<file path="src/rtl/wb_port_arbiter_pkg.sv">
`default_nettype none
// ============================================================================
// Package : iitb_wb_pkg
// Brief   : WB control field encodings, arbiter state type and default widths
// Rev     : 1.0
// ============================================================================
package iitb_wb_pkg;

  localparam int DEF_DATA_W = 16;
  localparam int DEF_ADDR_W = 3;
  localparam int DEF_CNT_W  = 16;

  localparam int         WB_WE_BIT   = 2;
  localparam logic [1:0] WB_SRC_ALU  = 2'b00;
  localparam logic [1:0] WB_SRC_MEM  = 2'b01;
  localparam logic [1:0] WB_SRC_ZPAD = 2'b10;
  localparam logic [1:0] WB_SRC_PC1  = 2'b11;

  typedef enum logic [0:0] {
    IDLE  = 1'b0,
    DRAIN = 1'b1
  } wb_arb_state_t;

endpackage
`default_nettype wire

</file>
<file path="src/rtl/wb_port_arbiter_if.sv">
`default_nettype none
// ============================================================================
// Interface : wb_port_arbiter_if
// Brief     : Both lanes' M/WB outputs plus the register-file write port
// Rev       : 1.0
// ============================================================================
interface wb_port_arbiter_if #(
  parameter int DATA_W = 16,
  parameter int ADDR_W = 3,
  parameter int CNT_W  = 16
);
  logic              valid0, valid1;
  logic [2:0]        wb0, wb1;
  logic [DATA_W-1:0] alu0, alu1, mem0, mem1, zpad0, zpad1, pc1_0, pc1_1;
  logic [ADDR_W-1:0] dest0, dest1;
  logic              rf_we;
  logic [ADDR_W-1:0] rf_addr;
  logic [DATA_W-1:0] rf_data;
  logic              m_wb_enable;
  logic [CNT_W-1:0]  retired;

  modport master (
    output valid0, valid1, wb0, wb1, alu0, alu1, mem0, mem1,
           zpad0, zpad1, pc1_0, pc1_1, dest0, dest1,
    input  rf_we, rf_addr, rf_data, m_wb_enable, retired
  );

  modport slave (
    input  valid0, valid1, wb0, wb1, alu0, alu1, mem0, mem1,
           zpad0, zpad1, pc1_0, pc1_1, dest0, dest1,
    output rf_we, rf_addr, rf_data, m_wb_enable, retired
  );
endinterface
`default_nettype wire

</file>
<file path="src/rtl/wb_port_arbiter_src_mux.sv">
`default_nettype none
// ============================================================================
// Module : wb_src_mux
// Brief  : 4:1 writeback source select on wb[1:0]
// Rev    : 1.0
// ============================================================================
module wb_src_mux
  import iitb_wb_pkg::*;
#(
  parameter int DATA_W = DEF_DATA_W
) (
  input  wire logic [1:0]        sel_i,
  input  wire logic [DATA_W-1:0] alu_i,
  input  wire logic [DATA_W-1:0] mem_i,
  input  wire logic [DATA_W-1:0] zpad_i,
  input  wire logic [DATA_W-1:0] pc1_i,
  output logic      [DATA_W-1:0] data_o
);
  always_comb begin
    data_o = alu_i;
    case (sel_i)
      WB_SRC_ALU:  data_o = alu_i;
      WB_SRC_MEM:  data_o = mem_i;
      WB_SRC_ZPAD: data_o = zpad_i;
      WB_SRC_PC1:  data_o = pc1_i;
      default:     data_o = alu_i;
    endcase
  end
endmodule
`default_nettype wire

</file>
<file path="src/rtl/wb_port_arbiter.sv">
`default_nettype none
// ============================================================================
// Module : wb_port_arbiter
// Brief  : Serialises two lanes' writebacks onto one RF write port, stalling
//          M/WB for a drain cycle; optional WB_ARB_COALESCE_EN merges
//          same-destination pairs into the younger write.
// Rev    : 1.0
// ============================================================================
module wb_port_arbiter
  import iitb_wb_pkg::*;
#(
  parameter int DATA_W = DEF_DATA_W,
  parameter int ADDR_W = DEF_ADDR_W,
  parameter int CNT_W  = DEF_CNT_W
) (
  input wire logic     clock,
  input wire logic     reset,
  wb_port_arbiter_if.slave bus
);
  wb_arb_state_t     state_q, state_d;
  logic [ADDR_W-1:0] hold_addr_q, hold_addr_d;
  logic [DATA_W-1:0] hold_data_q, hold_data_d;
  logic              rf_we_q, rf_we_d;
  logic [ADDR_W-1:0] rf_addr_q, rf_addr_d;
  logic [DATA_W-1:0] rf_data_q, rf_data_d;
  logic [CNT_W-1:0]  retired_q, retired_d;

  logic              req0, req1, same_dest;
  logic [DATA_W-1:0] data0, data1;
  logic [1:0]        retire_inc;

  assign req0 = bus.valid0 & bus.wb0[WB_WE_BIT];
  assign req1 = bus.valid1 & bus.wb1[WB_WE_BIT];

`ifdef WB_ARB_COALESCE_EN
  assign same_dest = (bus.dest0 == bus.dest1);
`else
  assign same_dest = 1'b0;
`endif

  wb_src_mux #(.DATA_W(DATA_W)) u_mux0 (
    .sel_i(bus.wb0[1:0]), .alu_i(bus.alu0), .mem_i(bus.mem0),
    .zpad_i(bus.zpad0), .pc1_i(bus.pc1_0), .data_o(data0)
  );

  wb_src_mux #(.DATA_W(DATA_W)) u_mux1 (
    .sel_i(bus.wb1[1:0]), .alu_i(bus.alu1), .mem_i(bus.mem1),
    .zpad_i(bus.zpad1), .pc1_i(bus.pc1_1), .data_o(data1)
  );

  always_ff @(posedge clock or negedge reset) begin
    if (!reset) begin
      state_q     <= IDLE;
      hold_addr_q <= '0;
      hold_data_q <= '0;
      rf_we_q     <= 1'b0;
      rf_addr_q   <= '0;
      rf_data_q   <= '0;
      retired_q   <= '0;
    end else begin
      state_q     <= state_d;
      hold_addr_q <= hold_addr_d;
      hold_data_q <= hold_data_d;
      rf_we_q     <= rf_we_d;
      rf_addr_q   <= rf_addr_d;
      rf_data_q   <= rf_data_d;
      retired_q   <= retired_d;
    end
  end

  always_comb begin
    state_d = state_q;
    case (state_q)
      IDLE:    if (req0 && req1 && !same_dest) state_d = DRAIN;
      DRAIN:   state_d = IDLE;
      default: state_d = IDLE;
    endcase
  end

  always_comb begin
    hold_addr_d = hold_addr_q;
    hold_data_d = hold_data_q;
    rf_we_d     = 1'b0;
    rf_addr_d   = rf_addr_q;
    rf_data_d   = rf_data_q;
    case (state_q)
      IDLE: begin
        if (req0 && req1 && !same_dest) begin
          rf_we_d     = 1'b1;
          rf_addr_d   = bus.dest0;
          rf_data_d   = data0;
          hold_addr_d = bus.dest1;
          hold_data_d = data1;
        end else if (req1) begin
          // Covers lane 1 alone and a coalesced pair: the younger write wins.
          rf_we_d   = 1'b1;
          rf_addr_d = bus.dest1;
          rf_data_d = data1;
        end else if (req0) begin
          rf_we_d   = 1'b1;
          rf_addr_d = bus.dest0;
          rf_data_d = data0;
        end
      end
      DRAIN: begin
        rf_we_d   = 1'b1;
        rf_addr_d = hold_addr_q;
        rf_data_d = hold_data_q;
      end
      default: ;
    endcase
  end

  assign retire_inc = (state_q == IDLE) ? ({1'b0, bus.valid0} + {1'b0, bus.valid1}) : 2'd0;
  assign retired_d  = retired_q + CNT_W'(retire_inc);

  assign bus.m_wb_enable = (state_q == IDLE);
  assign bus.rf_we       = rf_we_q;
  assign bus.rf_addr     = rf_addr_q;
  assign bus.rf_data     = rf_data_q;
  assign bus.retired     = retired_q;

endmodule
`default_nettype wire

</file>
<file path="src/flat_wrapper.sv">
// flat-port wrapper written by rule: the top's interface ports become plain ports
module wb_port_arbiter_flat import iitb_wb_pkg::*;
#(
  parameter int DATA_W = DEF_DATA_W,
  parameter int ADDR_W = DEF_ADDR_W,
  parameter int CNT_W  = DEF_CNT_W
)
  (clock, reset, bus_valid0, bus_valid1, bus_wb0, bus_wb1, bus_alu0, bus_alu1, bus_mem0, bus_mem1, bus_zpad0, bus_zpad1, bus_pc1_0, bus_pc1_1, bus_dest0, bus_dest1, bus_rf_we, bus_rf_addr, bus_rf_data, bus_m_wb_enable, bus_retired);
  wb_port_arbiter_if #(.DATA_W(DATA_W), .ADDR_W(ADDR_W), .CNT_W(CNT_W)) bus_i ();
  input wire logic clock;
  input wire logic reset;
  input wire logic [$bits(bus_i.valid0)-1:0] bus_valid0;
  input wire logic [$bits(bus_i.valid1)-1:0] bus_valid1;
  input wire logic [$bits(bus_i.wb0)-1:0] bus_wb0;
  input wire logic [$bits(bus_i.wb1)-1:0] bus_wb1;
  input wire logic [$bits(bus_i.alu0)-1:0] bus_alu0;
  input wire logic [$bits(bus_i.alu1)-1:0] bus_alu1;
  input wire logic [$bits(bus_i.mem0)-1:0] bus_mem0;
  input wire logic [$bits(bus_i.mem1)-1:0] bus_mem1;
  input wire logic [$bits(bus_i.zpad0)-1:0] bus_zpad0;
  input wire logic [$bits(bus_i.zpad1)-1:0] bus_zpad1;
  input wire logic [$bits(bus_i.pc1_0)-1:0] bus_pc1_0;
  input wire logic [$bits(bus_i.pc1_1)-1:0] bus_pc1_1;
  input wire logic [$bits(bus_i.dest0)-1:0] bus_dest0;
  input wire logic [$bits(bus_i.dest1)-1:0] bus_dest1;
  output wire logic [$bits(bus_i.rf_we)-1:0] bus_rf_we;
  output wire logic [$bits(bus_i.rf_addr)-1:0] bus_rf_addr;
  output wire logic [$bits(bus_i.rf_data)-1:0] bus_rf_data;
  output wire logic [$bits(bus_i.m_wb_enable)-1:0] bus_m_wb_enable;
  output wire logic [$bits(bus_i.retired)-1:0] bus_retired;
  assign bus_i.valid0 = bus_valid0;
  assign bus_i.valid1 = bus_valid1;
  assign bus_i.wb0 = bus_wb0;
  assign bus_i.wb1 = bus_wb1;
  assign bus_i.alu0 = bus_alu0;
  assign bus_i.alu1 = bus_alu1;
  assign bus_i.mem0 = bus_mem0;
  assign bus_i.mem1 = bus_mem1;
  assign bus_i.zpad0 = bus_zpad0;
  assign bus_i.zpad1 = bus_zpad1;
  assign bus_i.pc1_0 = bus_pc1_0;
  assign bus_i.pc1_1 = bus_pc1_1;
  assign bus_i.dest0 = bus_dest0;
  assign bus_i.dest1 = bus_dest1;
  assign bus_rf_we = bus_i.rf_we;
  assign bus_rf_addr = bus_i.rf_addr;
  assign bus_rf_data = bus_i.rf_data;
  assign bus_m_wb_enable = bus_i.m_wb_enable;
  assign bus_retired = bus_i.retired;
  wb_port_arbiter #(.DATA_W(DATA_W), .ADDR_W(ADDR_W), .CNT_W(CNT_W)) u_core (.clock(clock), .reset(reset), .bus(bus_i));
endmodule
</file>
<file path="config.mk">
export PLATFORM = sky130hd
export DESIGN_NAME = wb_port_arbiter_flat
export DESIGN_NICKNAME = d
export VERILOG_FILES = /design/src/rtl/wb_port_arbiter_pkg.sv /design/src/rtl/wb_port_arbiter_if.sv /design/src/rtl/wb_port_arbiter_src_mux.sv /design/src/rtl/wb_port_arbiter.sv /design/src/flat_wrapper.sv
export SDC_FILE = /design/constraint.sdc
export NUM_CORES = 1
export LEC_CHECK = 0
export CAP_MARGIN = 20
export CORE_MARGIN = 2
export CORE_UTILIZATION = 36
export CTS_CLUSTER_SIZE = 12
export DETAILED_ROUTE_END_ITERATION = 7
export GPL_TIMING_DRIVEN = 1
export PLACE_DENSITY = 0.82
export SLEW_MARGIN = 40
export SYNTH_ARGS = -nofsm -noshare
export SYNTH_HDL_FRONTEND = slang
export SYNTH_SLANG_ARGS = --single-unit
</file>
<file path="constraint.sdc">
create_clock -name clock -period 2 [get_ports clock]
set_input_delay 0.3 -clock clock [delete_from_list [all_inputs] [get_ports clock]]
set_output_delay 0.3 -clock clock [all_outputs]
set_load 0.005 [all_outputs]
</file>
Word-level counts from Yosys, hierarchy flattened
Cells that the tools add are included.

cells by class
  equal/unequal tests = 7
  add/subtract/negate cells = 2
  muxes and demuxes = 17
  bitwise gates (word level) = 3
  reduce and logical (&&, ||, !) cells = 4

operator list
  operator                                                                number
  16-bit one-hot mux with 4 select lines                                  2
  16-bit two-way mux                                                      3
  16-bit one-hot mux with 2 select lines                                  1
  16-bit by 2-bit adder with 16-bit output                                1
  3-bit two-way mux                                                       3
  2-bit equality test (second input constant)                             4
  3-bit one-hot mux with 2 select lines                                   1
  2-bit by 1-bit equality test with 1-bit output (second input constant)  2
  2-bit logical NOT                                                       2
  1-bit two-way mux                                                       4
  4-bit by 1-bit != test with 1-bit output (second input constant)        1
  1-bit one-hot mux with 2 select lines                                   2
  1-bit by 1-bit adder with 2-bit output                                  1
  1-bit bitwise AND                                                       2
  2-bit two-way mux                                                       1
  2-bit AND reduction                                                     1
  1-bit logical AND                                                       1
  1-bit NOT                                                               1

storage, ports and cells
  register bits = 56

Depth between registers and ports, before layout
Gate-level depths: netlist of run 1.

  word-level depth = 6
  gate-level depth with buffers = 10

By module
A second synthesis of run 1 with hierarchy kept.

unflattened totals
  cells, all modules = 278
  area total of the unflattened synthesis = 3564.7 um^2

by module, submodules not included
  module           cells an instance  area an instance (um^2)  times used
  wb_port_arbiter  238                2716.4                   1
  wb_src_mux       20                 424.2                    2

Worst setup path before layout of run 1
No wires, ideal clock.

  path type = reg-to-reg
  start = reg u_core.state_q
  end = reg u_core.retired_q[10] (netlist: u_core.bus.retired[10])
  arrival = 2037 ps
  cell stages (with the launch flop) = 9
  setup time = 123 ps
  path slack = -160 ps
  buffers on the path = 2
  period minus slack after synthesis = 2160 ps
  path through = dfrtp_1 -> clkbuf_2 -> inv_1 -> clkbuf_1 -> nand2_1 -> fa_1 -> nor3b_1 -> nand4_1 -> xnor2_1

between the ends
  cells in the longest elaborated chain, start to end = 2

ends and longest elaborated chain
  item                                      line                    RTL
  from (decl)                               wb_port_arbiter.sv:20   wb_arb_state_t state_q, state_d;
  from (signal assigned)                    wb_port_arbiter.sv:61   state_q <= state_d;
  2-bit two-way mux                         wb_port_arbiter.sv:114  assign retire_inc = (state_q == IDLE) ? ({1'b0, bus.valid0} + {1'b0, bus.valid1}) : 2'd0;
  16-bit by 2-bit adder with 16-bit output  wb_port_arbiter.sv:115  assign retired_d = retired_q + CNT_W'(retire_inc);
  via u_core.retired_d[10]                  wb_port_arbiter.sv:26   logic [CNT_W-1:0] retired_q, retired_d;
  to (signal assigned)                      wb_port_arbiter.sv:67   retired_q <= retired_d;
  to (decl)                                 wb_port_arbiter.sv:26

The timed path passes the listed nets, and every way through them passes these cells.
A chain may end at the register's enable or synchronous reset.

Worst setup path in the final report of run 1
  start = in bus_valid1
  end = reg u_core.retired_q[10] (netlist: u_core.bus.retired[10])

between the ends
  cells in the longest elaborated chain, start to end = 3

ends and longest elaborated chain
  item                                      line                    RTL
  from (decl)                               flat_wrapper.sv:13      input wire logic [$bits(bus_i.valid1)-1:0] bus_valid1;
  1-bit by 1-bit adder with 2-bit output    wb_port_arbiter.sv:114
  2-bit two-way mux                         wb_port_arbiter.sv:114
  16-bit by 2-bit adder with 16-bit output  wb_port_arbiter.sv:115
  via u_core.retired_d[10]                  wb_port_arbiter.sv:26

The timed path passes the listed nets, and every way through them passes these cells.

==> summary.txt, run 1 <==
Status
  • Status: complete, no violations

Synth
  • Synth Area per Inst: approximately 13 um2
  • YS warnings: 0
  • Yosys top cell by area: dfrtp_1
  • Net count after synthesis: 407
  • Largest cells by area after synthesis: dfrtp_1 (42%), mux4_2 (18%), o21ai_0 (5.0%)
  • Post-synth top area share: 42.44%
  • Register area share after synthesis: 42.44%
  • Synth cell types: 34
  • Synthesized area: 0.003302 mm2
  • Synth Instances: 259
  • Synth Register Bits: 56

Floorplan
  • Die height: between 90 and 100 um
  • Die area: 0.009954 mm2
  • Initial core utilization: 37.50%
  • Chip width: 99.77 um
  • FP Rows: 34
  • Core region area: approximately 0.009 mm2
  • I/O pin cnt: 181

GRT
  • Aggregate global-route resource usage: 20.42%
  • Largest net degree at the start of global routing: 30
  • Initial antenna violation count: 0
  • Gr ovfl total: 0
  • First-pass GRT wire length: ~16000 um
  • Vias in the first global route: 3154

Power and ir drop
  • Worst IR drop on VDD: 0.3767 mV
  • Pwr per Cell Area: around 650 mW/mm2
  • Leak: 0.002179 uW

Cells and area
  • Layout cells sized above 1: ~18%
  • Most common cell after layout, fill and taps aside: clkdlybuf4s50_1
  • Design area: 0.005440 mm2
  • Area growth syn-to-layout: 64.76%
  • Most frequent cells in the layout: clkdlybuf4s50_1 (177), dfrtp_1 (56), o21ai_0 (33)
  • N_diodes: 0
  • Nets: 592

CTS
  • Clock sinks: 56
  • CTS buffer count: 5
  • Clock Tree Buf Depth: 2
  • CTS tree: done
  • Worst-Skew Late Latency: 0.31 ns
  • H-tree depth: 2
  • CTS root buf: clkbuf_8
  • Clock-pin slew on the worst setup and hold paths: about 0.10 ns
  • Post-CTS Hold Fix Bufs: 0

STA
  • Clk_skew: 0.01143 ns
  • # setup viols final: 0
  • Fin crit share: 96.90%
  • RSZ-0062 raised after global routing: yes
  • Worst relative slew slack: 54.45%
  • Hold_ws: 0.02896 ns
  • Fin. Hold Viols: 0
  • Slew Limit Fails: 0
  • Post-route minimum period: 1.938 ns
  • Fmax: 516.0 MHz
  • Slew @ Worst Pin: between 0.6 and 0.7 ns

Drt
  • Drt wl/cell: 18.19 um
  • Final wirelength: 10060 um
  • TritonRoute pass-1 iters: 4
  • DR iter-0 viols: 163
  • Vias: 2949
  • Via density: 5.333
  • Remaining DRCs: 0
  • Antenna-violating nets left: 0

Setup path
  • Startpoint types: input pin
  • Crit Path Max Fanout: 4
  • Flop2flop setup slack: around 0.15 ns
  • Critical Path RT: approximately 2.2 ns
  • CP endpoint kind: flop
  • Worst Setup Path Type: in2reg
  • Crit path DAT: 2.14 ns

Worst hold path
  • HP Class: in2async

Job
  • Max_cap viols: 0

Placed design
  • DPL Wire Length: 8316 um
  • IO Port Bufs: 180
  • Placement Cell Area: 0.005314 mm2
  • Final GP Congestion: 0.8723
-- worst paths after layout --
kind / endpoint / start / depth (start not counted)
min: u_core.bus.retired[4]$_DFF_PN0_ / reset / 1
max in group asynchronous: u_core.bus.rf_data[5]$_DFFE_PN0P_ / reset / 2
min reg2reg: u_core.bus.rf_data[0]$_DFFE_PN0P_ / u_core.bus.rf_data[0]$_DFFE_PN0P_ / 2
max: u_core.bus.retired[10]$_DFF_PN0_ / bus_valid1 / 9
min in group clock: u_core.bus.rf_data[0]$_DFFE_PN0P_ / u_core.bus.rf_data[0]$_DFFE_PN0P_ / 2
max reg2reg: u_core.bus.retired[7]$_DFF_PN0_ / u_core.state_q$_DFF_PN0_ / 9
-- synthesized netlist by cell type, drive strengths merged --
| cell | number |
|---|---|
| nor3 | 1 |
| mux2 | 19 |
| nand2 | 27 |
| o21ai | 38 |
| nand4 | 3 |
| clkbuf | 7 |
| and2 | 2 |
| ha | 3 |
| inv | 6 |
| a21boi | 3 |
| and4 | 2 |
| mux4 | 32 |
| xnor2 | 10 |
| nor3b | 3 |
| dfrtp | 56 |
| fa | 1 |
| nor2b | 1 |
| xor2 | 4 |
| buf | 13 |
| nand3 | 3 |
| nand2b | 1 |
| a21o | 1 |
| o22ai | 16 |
| nor2 | 2 |
| a311oi | 3 |
| a21oi | 2 |
-- where the power goes --
part           switching [uW]  internal, uW  total (uW)  leakage (uW)
combinational             436           889        1320       0.00143
sequential                186          1380        1570      0.000694
clock                     366           284         650     0.0000516
total                     988          2560        3540       0.00218
-- area by class of cell --
| cell class | count | area [um2] |
|---|---|---|
| multi-input combinational | 177 | 1789 |
| clock inverter | 2 | 13.76 |
| inverter | 6 | 22.52 |
| tap | 108 | 135.1 |
| sequential | 56 | 1401 |
| clock buffer | 6 | 82.58 |
| timing repair buffer | 198 | 1996 |
| fill | 691 | 3366 |
-- worst max-delay path: stages --
cell and delay [ns]:
dlygate4sd2_1 0.25, ha_1 0.28, nor2b_4 0.17, ha_4 0.15, inv_1 0.05, fa_2 0.36, nor3b_4 0.27, nand4_1 0.15
xnor2_1 0.16
-- timing repair --
item                       in CTS  in global routing
setup endpoints to repair       6                  3
gates cloned                    0                  0
pin swaps                       5                  5
gates resized for setup         7                  2
buffers inserted                0                  0
hold endpoints to repair        0                  0
-- registers in the layout (all words and copies together) (netlist names) --
name and flops:
u_core.hold_addr_q 3, u_core.bus.rf_we 1, u_core.bus.rf_data 16, u_core.hold_data_q 16, u_core.state_q 1, u_core.bus.retired 16
u_core.bus.rf_addr 3
-- logic make-up (layout without fill, tap and decap cells) --
kind of cell | count (synthesis) | after routing | synth area share (%)
buf+inv | 26 | 212 | 4.547
compound gates | 63 | 63 | 10.84
flops | 56 | 56 | 42.44
fa+ha+maj | 4 | 4 | 1.743
mux | 51 | 51 | 30.12
simple gates | 45 | 45 | 6.593
xor+xnor | 14 | 14 | 3.713
-- metal layers --
| metal | vias to the layer above | part of all wire (%) | global-route usage [%] |
|---|---|---|---|
| li1 | 1357 | - | - |
| met1 | 1425 | 38 | 23.08 |
| met2 | 153 | 54 | 38.72 |
| met3 | 14 | 6.3 | 3.343 |
| met4 | 0 | 2.5 | 7.165 |
| met5 | - | 0 | 0 |
-- metrics by stage --
stage | setup slack [ns] | total power, uW | util, % | instances | TNS [ns]
2_1_floorplan | 0.04883 | 2097 | - | 259 | 0
3_3_place_gp | -0.4284 | 2821 | 60.34 | 545 | -2.824
3_5_place_dp | -0.5403 | 2885 | 60.34 | 545 | -4.280
4_1_cts | 0.04342 | 3556 | 61.62 | 553 | 0
5_1_grt | -0.04408 | 3753 | 61.78 | 553 | -0.04408
6_report | 0.06204 | 3543 | 61.78 | 553 | 0
(Power assumes the default switching activity.)
==> run 2: changes to the inputs <==
MAX_ROUTING_LAYER = met4   (was not set)
==> run 2 against run 1 <==
Net effect: highest routed layer unchanged; clock-buffer cell count is the same; maximum frequency is essentially flat; largest cell class unchanged; first-iteration DRC count shrank 5.5%.
==> summary.txt, run 2 (synthesis gave the netlist of run 1 again) <==
Status
  • Status: complete, no violations

Drt
  • Drt wl/cell: 18.13 um
  • Antenna-violating nets left: 0
  • TritonRoute pass-1 iters: 4
  • Vias: 2950
  • DR iter-0 viols: 154
  • Final wirelength: 10030 um
  • Remaining DRCs: 0
  • Via density: 5.335

GRT
  • Gr ovfl total: 0
  • First-pass GRT wire length: between 15000 and 20000 um
  • Largest net degree at the start of global routing: 30
  • Initial antenna violation count: 0
  • Vias in the first global route: around 3.2k
  • Aggregate global-route resource usage: 21.04%

Placed design
  • Final GP Congestion: between 0.8 and 0.9
  • IO Port Bufs: 180
  • DPL Wire Length: 8316 um
  • Post-place setup slack: -0.5403 ns

STA
  • Post-route minimum period: between 1.5 and 2 ns
  • Worst relative slew slack: 54.39%
  • Slew Limit Fails: 0
  • Clk_skew: approximately 0.011 ns
  • # setup viols final: 0
  • Fmax: 515.6 MHz
  • Final worst setup slack: a little over 0.06 ns
  • Fin crit share: a little over nine tenths
  • Total negative slack: 0 ns
  • Slew @ Worst Pin: 0.6842 ns
  • RSZ-0062 raised after global routing: yes
  • Fin. Hold Viols: 0

CTS
  • Post-CTS Setup Bufs: 0
  • Clock-pin slew on the worst setup and hold paths: approximately 0.1 ns
  • CTS root buf: clkbuf_8
  • H-tree depth: 2
  • Worst-Skew Late Latency: a little over 0.3 ns
  • Clock Tree Buf Depth: 2
  • CTS tree: done
  • CTS buffer count: 5
  • Post-CTS Hold Fix Bufs: 0
  • Clock sinks: 56

Floorplan
  • Chip width: 99.77 um
  • Core region area: slightly below 0.009 mm2
  • I/O pin cnt: 181
  • FP Rows: 34
  • Die area: 0.009954 mm2
  • Initial core utilization: 37.50%
  • Die height: around 100 um

Setup path
  • CP endpoint kind: flop
  • Worst Setup Path Type: in2reg
  • R2r startpoint: u_core.state_q$_DFF_PN0_
  • Startpoint types: input pin
  • Critical Path RT: 2.20 ns
  • Flop2flop setup slack: 0.15 ns
  • Crit Path Max Fanout: 4
  • Crit path DAT: 2.14 ns
  • Worst reg2reg path endpoint: u_core.bus.retired[7]$_DFF_PN0_
  • Worst R2R Path Depth: 9

Cells and area
  • Layout cells sized above 1: 17.75%
  • Fill count: 691
  • Most common cell after layout, fill and taps aside: clkdlybuf4s50_1
  • Area growth syn-to-layout: 64.76%
  • N_diodes: 0
  • Nets: 592
  • Most frequent cells in the layout: clkdlybuf4s50_1 (177), dfrtp_1 (56), o21ai_0 (33)

Power and ir drop
  • Pwr per Cell Area: roughly 650 mW/mm2
  • Leak: 0.002179 uW
  • Worst IR drop on VDD: 0.3765 mV

Job
  • Max_cap viols: 0

Worst hold path
  • HP Class: in2async
-- run 2: cell counts in the layout (fill, tap and decap cells not counted) --
Identical to the previous run, type by type.
-- run 2: final cells by class --
| type | instances | area (um2) | share of cell area [%] |
|---|---|---|---|
| repair buffers | 198 | 1996 | 36.68 |
| inverters | 6 | 22.52 | 0.4140 |
| flip-flops and latches | 56 | 1401 | 25.76 |
| clock buffers | 6 | 82.58 | 1.518 |
| clock inverters | 2 | 13.76 | 0.2530 |
| multi-input cells | 177 | 1789 | 32.89 |
| well taps | 108 | 135.1 | 2.484 |
-- run 2: worst max path at each step --
stage	cells after the start	slack [ns]	start	to
6_report	9	0.06	bus_valid1	u_core.bus.retired[10]$_DFF_PN0_
5_1_grt	9	-0.04	bus_valid1	u_core.bus.retired[10]$_DFF_PN0_
4_1_cts	3	0.04	u_core.state_q$_DFF_PN0_	bus_m_wb_enable
3_5_place_dp	9	-0.54	bus_valid1	u_core.bus.retired[10]$_DFF_PN0_
3_3_place_gp	9	-0.43	bus_valid1	u_core.bus.retired[10]$_DFF_PN0_
2_1_floorplan	8	0.05	bus_valid1	u_core.bus.retired[10]$_DFF_PN0_
-- run 2: per-stage QoR --
stage	util [%]	total power (uW)	instance area, um2	instances	hold WS (ns)
floorplan	-	2097	3308	259	0.004409
global placement	60.34	2821	5314	545	0.3654
detailed placement	60.34	2885	5314	545	0.3885
CTS	61.62	3556	5426	553	0.05054
global route	61.78	3753	5440	553	0.07515
finish	61.78	3542	5440	553	0.03038
-- run 2: power by group --
group	internal (uW)	leakage, uW	switching, uW
Clock	284	0.0000516	365
Sequential	1380	0.000694	186
Combinational	889	0.00143	436
-- run 2: layer usage --
layer / GRT usage, % / routed length, um / up-vias
met5: - / 0 / -
met4: 7.165 / 264 / 0
met3: 2.925 / 580 / 14
met2: 38.62 / 5361 / 149
met1: 23.49 / 3819 / 1427
li1: - / - / 1360
-- run 2: critical path, stage by stage --
cell	delay, ns
dlygate4sd2_1	0.25
ha_1	0.28
nor2b_4	0.17
ha_4	0.15
inv_1	0.05
fa_2	0.36
nor3b_4	0.27
nand4_1	0.15
xnor2_1	0.16
-- run 2: timing repair --
action | CTS | global route
setup endpoints to repair | 6 | 3
pin swaps | 5 | 5
resized for setup | 7 | 2
